**src/rtl/ann_layer_engine.sv**
```systemverilog
// ann_layer_engine: one neural-network layer, y[j] = sat((sum x[i]*w[j][i] + b[j]) >>> FRAC).
// Define LAYER_RELU_EN to clamp negative results to zero (ReLU); otherwise identity activation.
module ann_layer_engine #(
  parameter int N_IN  = 62,
  parameter int N_OUT = 30,
  parameter int DW    = 8,
  parameter int ACC_W = 24,
  parameter int FRAC  = 4,
  localparam int XAW  = (N_IN > 1) ? $clog2(N_IN) : 1,
  localparam int WAW  = $clog2(N_OUT * (N_IN + 1)),
  localparam int YAW  = (N_OUT > 1) ? $clog2(N_OUT) : 1,
  localparam int IW   = $clog2(N_IN + 1)
) (
  input  logic           clk,
  input  logic           rst,
  input  logic           start_ann,
  output logic           layer_ready,
  output logic           busy,
  output logic [XAW-1:0] x_addr,
  input  logic [DW-1:0]  x_data,
  output logic [WAW-1:0] w_addr,
  input  logic [DW-1:0]  w_data,
  output logic           y_we,
  output logic [YAW-1:0] y_addr,
  output logic [DW-1:0]  y_data
);

  typedef enum logic [2:0] {S_IDLE, S_MAC, S_BIAS, S_WRITE, S_DONE} state_t;

  localparam logic signed [ACC_W-1:0] SAT_MAX = ACC_W'((2 ** (DW - 1)) - 1);
  localparam logic signed [ACC_W-1:0] SAT_MIN = ACC_W'(-(2 ** (DW - 1)));

  state_t                   r_state;
  state_t                   w_state_next;
  logic [IW-1:0]            r_i;
  logic [YAW-1:0]           r_j;
  logic [WAW-1:0]           r_waddr;
  logic signed [ACC_W-1:0]  r_acc;

  logic                     w_last;
  logic signed [2*DW-1:0]   w_prod;
  logic signed [ACC_W-1:0]  w_prod_ext;
  logic signed [ACC_W-1:0]  w_bias_ext;
  logic signed [ACC_W-1:0]  w_shift;
  logic [DW-1:0]            w_act;

  assign w_last     = (r_j == YAW'(N_OUT - 1));
  assign w_prod     = $signed(x_data) * $signed(w_data);
  assign w_prod_ext = ACC_W'(w_prod);
  assign w_bias_ext = ACC_W'($signed(w_data));
  assign w_shift    = r_acc >>> FRAC;

  always_comb begin
    w_act = w_shift[DW-1:0];
    if (w_shift > SAT_MAX) begin
      w_act = SAT_MAX[DW-1:0];
    end else if (w_shift < 0) begin
`ifdef LAYER_RELU_EN
      w_act = '0;
`else
      if (w_shift < SAT_MIN) w_act = SAT_MIN[DW-1:0];
`endif
    end
  end

  always_ff @(posedge clk) begin
    if (rst) r_state <= S_IDLE;
    else     r_state <= w_state_next;
  end

  always_comb begin
    w_state_next = r_state;
    case (r_state)
      S_IDLE:  if (start_ann) w_state_next = S_MAC;
      S_MAC:   if (r_i == IW'(N_IN)) w_state_next = S_BIAS;
      S_BIAS:  w_state_next = S_WRITE;
      S_WRITE: w_state_next = w_last ? S_DONE : S_MAC;
      S_DONE:  w_state_next = S_IDLE;
      default: w_state_next = S_IDLE;
    endcase
  end

  always_comb begin
    layer_ready = (r_state == S_DONE);
    busy        = (r_state != S_IDLE);
    y_we        = (r_state == S_WRITE);
    y_data      = y_we ? w_act : '0;
  end

  assign y_addr = r_j;
  assign w_addr = r_waddr;
  assign x_addr = (r_i < IW'(N_IN)) ? XAW'(r_i) : XAW'(N_IN - 1);

  // Data from the address issued at i-1 arrives at i, so the i=0 cycle adds nothing.
  always_ff @(posedge clk) begin
    if (rst) begin
      r_i     <= '0;
      r_j     <= '0;
      r_waddr <= '0;
      r_acc   <= '0;
    end else begin
      case (r_state)
        S_IDLE: begin
          if (start_ann) begin
            r_i     <= '0;
            r_j     <= '0;
            r_waddr <= '0;
            r_acc   <= '0;
          end
        end
        S_MAC: begin
          if (r_i != '0) r_acc <= r_acc + w_prod_ext;
          r_i     <= r_i + IW'(1);
          r_waddr <= r_waddr + WAW'(1);
        end
        S_BIAS: r_acc <= r_acc + w_bias_ext;
        S_WRITE: begin
          r_i   <= '0;
          r_acc <= '0;
          if (w_last) begin
            r_j     <= '0;
            r_waddr <= '0;
          end else begin
            r_j <= r_j + YAW'(1);
          end
        end
        default: ;
      endcase
    end
  end

endmodule

```
**config.mk**
```make
export PLATFORM = sky130hd
export DESIGN_NAME = ann_layer_engine
export DESIGN_NICKNAME = d
export VERILOG_FILES = /design/src/rtl/ann_layer_engine.sv
export SDC_FILE = /design/constraint.sdc
export NUM_CORES = 1
export LEC_CHECK = 0
export BUFFER_PORTS_ARGS = -buffer_cell sky130_fd_sc_hd__buf_2
export CORE_ASPECT_RATIO = 2
export CORE_UTILIZATION = 45
export CTS_BUF_LIST = sky130_fd_sc_hd__clkbuf_2 sky130_fd_sc_hd__clkbuf_4 sky130_fd_sc_hd__clkbuf_8
export DETAILED_ROUTE_END_ITERATION = 12
export GPL_TIMING_DRIVEN = 1
export PLACE_DENSITY_LB_ADDON = 0.08
export SYNTH_ARGS = -nofsm -noshare
export SYNTH_HDL_FRONTEND = slang
export SYNTH_SLANG_ARGS = --single-unit
export TNS_END_PERCENT = 100
```
**constraint.sdc**
```tcl
create_clock -name clk -period 5.55 [get_ports clk]
set_clock_uncertainty 0.2 [all_clocks]
set_input_delay 0.2775 -clock clk [delete_from_list [all_inputs] [get_ports clk]]
set_output_delay 0.2775 -clock clk [all_outputs]
set_load 0.03 [all_outputs]
```
== After elaboration in Yosys (flattened, before gate mapping) ==
Index checks and enable logic that the tools add are counted.
Cells by class
  $add $sub $neg: 5
  $lt $le $gt $ge: 4
  $mul: 1
  mux-type cells: 20
  equality and inequality tests: 10
  reduce and logical (&&, ||, !) cells: 11
Operators by type and width (count)
  $pmux 24 s4: 1
  $mux 24: 2
  $pmux 11 s3: 1
  $mux 8: 4
  $add 24x16->24: 1
  $add 24x8->24: 1
  $mux 11: 2
  $gt 20x8->1 const B: 1
  $lt 20x1->1 const B: 1
  $lt 20x8->1 const B: 1
  $pmux 6 s3: 1
  $mul 8x8->16: 1
  $mux 6: 2
  $pmux 3 s4: 1
  $add 11x1->11 const B: 1
  $mux 5: 2
  $pmux 5 s2: 1
  $mux 3: 3
  $add 6x1->6 const B: 1
  $eq 3x2->1 const B: 2
  $eq 6x6->1 const B: 1
  $lt 6x6->1 const B: 1
  $ne 2x2->1 const B: 3
  $reduce_and 2->1: 3
  other kinds (11): 13
Storage, ports and cells
  output and inout bits: 33
  logic and storage cells: 56
  register bits after elaboration: 49

== Depth between registers and ports, before layout ==
  depth after elaboration: 5
  gate-level depth with buffers: 21
  mapped depth without buffers: 20

== Worst setup path before layout ==
No wires, ideal clock.
  kind: input -> register
  from: input w_data[1]
  to: register r_acc[22]
  stages on the path: 15
  arrival time: 5387 ps
  library setup time: 122 ps
  slack: -159 ps
  cell sequence: clkbuf_1 > and2_1 > fa_1 > fa_1 > fa_1 > fa_1 > ha_1 > ha_1 > a2111o_1 > o21ai_2 > a21oi_2 > o41ai_2 > o21ai_1 > xor2_1 > a221o_1
Between the ends
  longest elaborated chain between the ends: 4
RTL lines
  from (decl): line 22  | input logic [DW-1:0] w_data,
  $mul 8x8->16: line 48  | assign w_prod = $signed(x_data) * $signed(w_data);
  $add 24x16->24: line 112  | if (r_i != '0) r_acc <= r_acc + w_prod_ext;
  $mux 24: line 112
  $pmux 24 s4 (*): line 102  | case (r_state)
  to (signal assigned): line 112
  to (signal assigned): line 116  | S_BIAS: r_acc <= r_acc + w_bias_ext;
  to (decl): line 38  | logic signed [ACC_W-1:0] r_acc;
Every way passes the cells marked *; elsewhere a longest branch is shown, timed or not. The select of a mux whose other input is x is not followed.
A chain may end at the register's enable or synchronous reset.

== Final worst setup path ==
  from: register r_acc[6]
  to: register r_acc[22]
Between the ends
  longest elaborated chain between the ends: 3
RTL lines (line)
  $add 24x16->24: 112
  $mux 24: 112
  $pmux 24 s4 (*): 102
Marks and branches as above.

==> summary.md <==
| Metric | Value |
|---|---|
| Routed wire length | `20.2 mm` |
| Max-slew violation total from the final report | `0` |
| Nets in the synthesized netlist | `1065` |
| Final layout net count | `1128` |
| Total Power Consumption | `0.00569 W` |
| Time the worst path needs with I/O delays and setup | `around 5300 ps` |
| Setup violators final | `0` |
| Endpoints failing hold | `0` |
| Inserted Diodes | `0` |
| Switching Fraction | `53.2%` |
| Cell count after synthesis | `858` |
| Max Fanout on Critical Path | `4` |
| Class of the worst hold path | `in2reg` |
| Cell Rows | `66` |
| Clock-pin transition on the worst setup and hold timing paths | `110 ps` |
| Fraction of layout instances using a drive strength above 1 | `11.3%` |
| Global-route wire length before repair | `34.0 mm` |
| Leading cell type in the layout, fill and taps excluded | `inv_1` |
| Overall track demand over capacity in global routing | `25.6%` |
| Final TNS setup | `0 ps` |
| Global routing met1 resource utilization | `24.6%` |
| Synth Cell Area | `between 7000 and 8000 um^2` |
| DRC errors left | `0` |
| Flop and latch count out of synthesis | `between 40 and 50` |
| Number of antenna violations at the first check in global routing | `0` |
| Commonest cells after routing, fill and taps aside | `109 x inv_1, 105 x fa_1, 83 x ha_1, 81 x nor2_1, 66 x nand2_1` |
| Category of the worst setup path launch point | `flop` |
| Number of buffers created by CTS | `5` |
| Via density | `5.59` |
| Proportion of register bits with asynchronous set or reset after synthesis | `0%` |
| Share of power burned in registers | `9.7%` |
| WS Path Type | `reg2reg` |
| Worst slew margin relative to its limit | `around 48%` |
| Buffers on Ports | `51` |
| Met3 track demand over resource | `slightly above 2%` |
| Crit path arrival time | `between 5000 and 6000 ps` |
| Setup bufs post-CTS | `0` |
| Largest net degree at the start of global routing | `40` |
| Most utilized layer in the global route result | `met2` |
| Antenna-violating nets left | `0` |
| Total vias in the final route | `6289` |
| Unrepaired setup endpoints after global routing | `no` |
| Proportion of power drawn by combinational gates | `86.0%` |
| Leakage power of the design | `4.00 nW` |
| Reg2Reg Capture Point | `r_acc[22]` |
| Number of I/O pins | `52` |
| Synth Flop Type | `dfxtp_1` |
| Peak clock frequency supported by timing | `about 190 MHz` |
| Worst VDD drop | `0.000689 V` |
| Cts hold-fix bufs | `0` |
| End-of-flow core utilization | `50.7%` |
| Die area | `17300 um^2` |
| Launch point of the critical path | `r_acc[6]` |
| Clk buf depth | `2` |
| Slack of the worst reg-to-reg path | `290 ps` |
| Num Clock Sinks | `49` |
| Portion of the clock cycle consumed by the worst path in the final layout | `94.8%` |
| P&R area growth vs syn | `9.92%` |
| Die outline height | `approximately 190 um` |
| Clock tree root driver cell | `clkbuf_8` |
| Internal power of the cells | `0.00266 W` |
| Average wire length per cell after detail routing | `18.0 um` |
| Area of the core region | `16400 um^2` |
| Pwr dens | `686 nW/um^2` |
| Effective utilization at floorplan | `a little under half` |
| Relative contribution of the clock network to total power | `4.2%` |
| Overflow left after global routing | `0` |
| Vias in the first global route | `about 7000` |
| Count of cells along the worst register-to-register path | `18` |
| Number of detailed-routing iterations run before antenna repair | `5` |
| Launching point of the worst reg2reg path | `r_acc[6]` |
| Sequential share of the synthesized area | `13.0%` |
| Worst endpoint required time | `5560 ps` |
| Status | `finished clean` |
| Clk_lat worst skew | `320 ps` |
| Synth warn | `0` |
| Number of cells upsized or downsized after cts | `0` |
| TritonCTS clock tree | `yes` |
| Slew at the pin with the worst max-slew slack | `785 ps` |
| Iter 0 DRT Violations | `153` |
| MaxCap Viol Count | `0` |
| DIE WIDTH | `93.5 um` |
| Total net switching power | `0.00302 W` |
| Critical Path Sink | `r_acc[22]` |
| Met2 GRT Util | `50.5%` |
| H-tree depth reported by CTS | `2` |
| Post-detail-place hpwl | `17.3 mm` |
| Number of flops mapped to enable cells by yosys | `0` |
| Mean instance size in the synthesized netlist | `8.79 um^2` |
| Library cells used by synthesis | `64` |
| Gpl congestion | `approximately 0.90` |
| Endpoint kind of the worst setup timing path | `flop` |
-- synthesized netlist by cell type (3+ instances only) --
master | count | area, um^2
fa_1 | 105 | 2100
a211oi_1 | 12 | 90.1
a21oi_1 | 39 | 195
nand3b_1 | 3 | 22.5
inv_1 | 109 | 409
nor3_1 | 23 | 115
a21o_1 | 12 | 90.1
mux2i_1 | 4 | 40.0
nand2_1 | 66 | 248
or3_1 | 7 | 43.8
nand2b_1 | 6 | 37.5
nand4_1 | 11 | 68.8
xor2_1 | 17 | 149
o21ai_0 | 23 | 115
clkbuf_1 | 17 | 63.8
dfxtp_1 | 49 | 981
o31a_1 | 3 | 26.3
xnor2_1 | 35 | 307
a31oi_1 | 7 | 43.8
ha_1 | 83 | 1040
o21ai_1 | 9 | 45.0
o21bai_1 | 8 | 60.1
a221oi_1 | 15 | 131
and3_1 | 7 | 43.8
nand3_1 | 11 | 55.1
nor2_1 | 81 | 304
o21a_1 | 5 | 37.5
nor2b_1 | 6 | 37.5
and2_1 | 36 | 225
nor3b_1 | 3 | 22.5
nor4_1 | 5 | 31.3
-- sequential cells by signal, indices dropped and copies added, names as in the netlist --
name,flops
r_acc,24
w_addr,11
r_i,6
r_state,3
y_addr,5
-- layout make-up --
class	count	area (um^2)
sequential	49	981
fill	1601	8060
clock buffer	6	82.6
inverter	110	413
timing repair buffer	77	463
clock inverter	2	17.5
tap	204	255
multi-input combinational	678	6080
-- metrics by stage --
| step | area, um^2 | hold WS (ps) | setup slack (ps) | cells |
|---|---|---|---|---|
| floorplan | 7540 | 267 | 16.2 | 858 |
| global placement | 8190 | 284 | 112 | 1118 |
| detailed placement | 8190 | 291 | 66.6 | 1118 |
| CTS | 8290 | 70.1 | 268 | 1126 |
| global route | 8290 | 91.8 | 70.0 | 1126 |
| finish | 8290 | 77.4 | 286 | 1126 |
-- how the worst min path moves through the flow --
| stage | start | end | slack, ps | cells after the start |
|---|---|---|---|---|
| after global placement | w_addr[9] | w_addr[9] | 280 | 2 |
| after global routing | start_ann | r_state[0] | 90 | 3 |
| final | start_ann | r_state[0] | 80 | 3 |
| after floorplan | start_ann | r_state[0] | 270 | 2 |
| after CTS | start_ann | r_state[0] | 70 | 3 |
| after detailed placement | w_addr[9] | w_addr[9] | 290 | 2 |
-- worst max-delay path: stages (launching register included) --
cell and delay, ps:
dfxtp_1 370, inv_1 90, fa_1 530, inv_1 50
fa_1 490, inv_1 50, fa_1 490, inv_1 60
fa_1 480, ha_1 310, ha_1 370, nor2b_4 160
o31a_1 270, o21ai_2 180, a21oi_2 90, o41ai_2 390
o21ai_1 120, xor2_1 150, a221o_1 290
-- metal layers --
metal  routed length (um)  share of wire, %  vias up
met1                 6730                33     3059
met2                11500                57      144
met4                 1460               7.2        0
li1                     -                 -     3019
met3                  528               2.6       67
met5                    0                 0        -
-- power by group through the flow --
| stage | clock network (W) | logic [W] | registers [W] |
|---|---|---|---|
| 3_3_place_gp | 0 | 0.00485 | 0.000557 |
| 5_1_grt | 0.000260 | 0.00555 | 0.000557 |
| 2_1_floorplan | 0 | 0.00372 | 0.000490 |
| 4_1_cts | 0.000251 | 0.00497 | 0.000551 |
| 6_report | 0.000241 | 0.00490 | 0.000552 |
| 3_5_place_dp | 0 | 0.00494 | 0.000558 |
-- kinds of logic after synthesis --
group / synth area share, %
AO/OA/AOI/OAI: 14.5
buffers and inverters: 6.55
XOR/XNOR: 6.04
multiplexers: 0.531
flip-flops: 13.0
AND/OR/NAND/NOR: 17.7
adder cells (fa/ha/maj): 41.6
(Power assumes the default switching activity.)
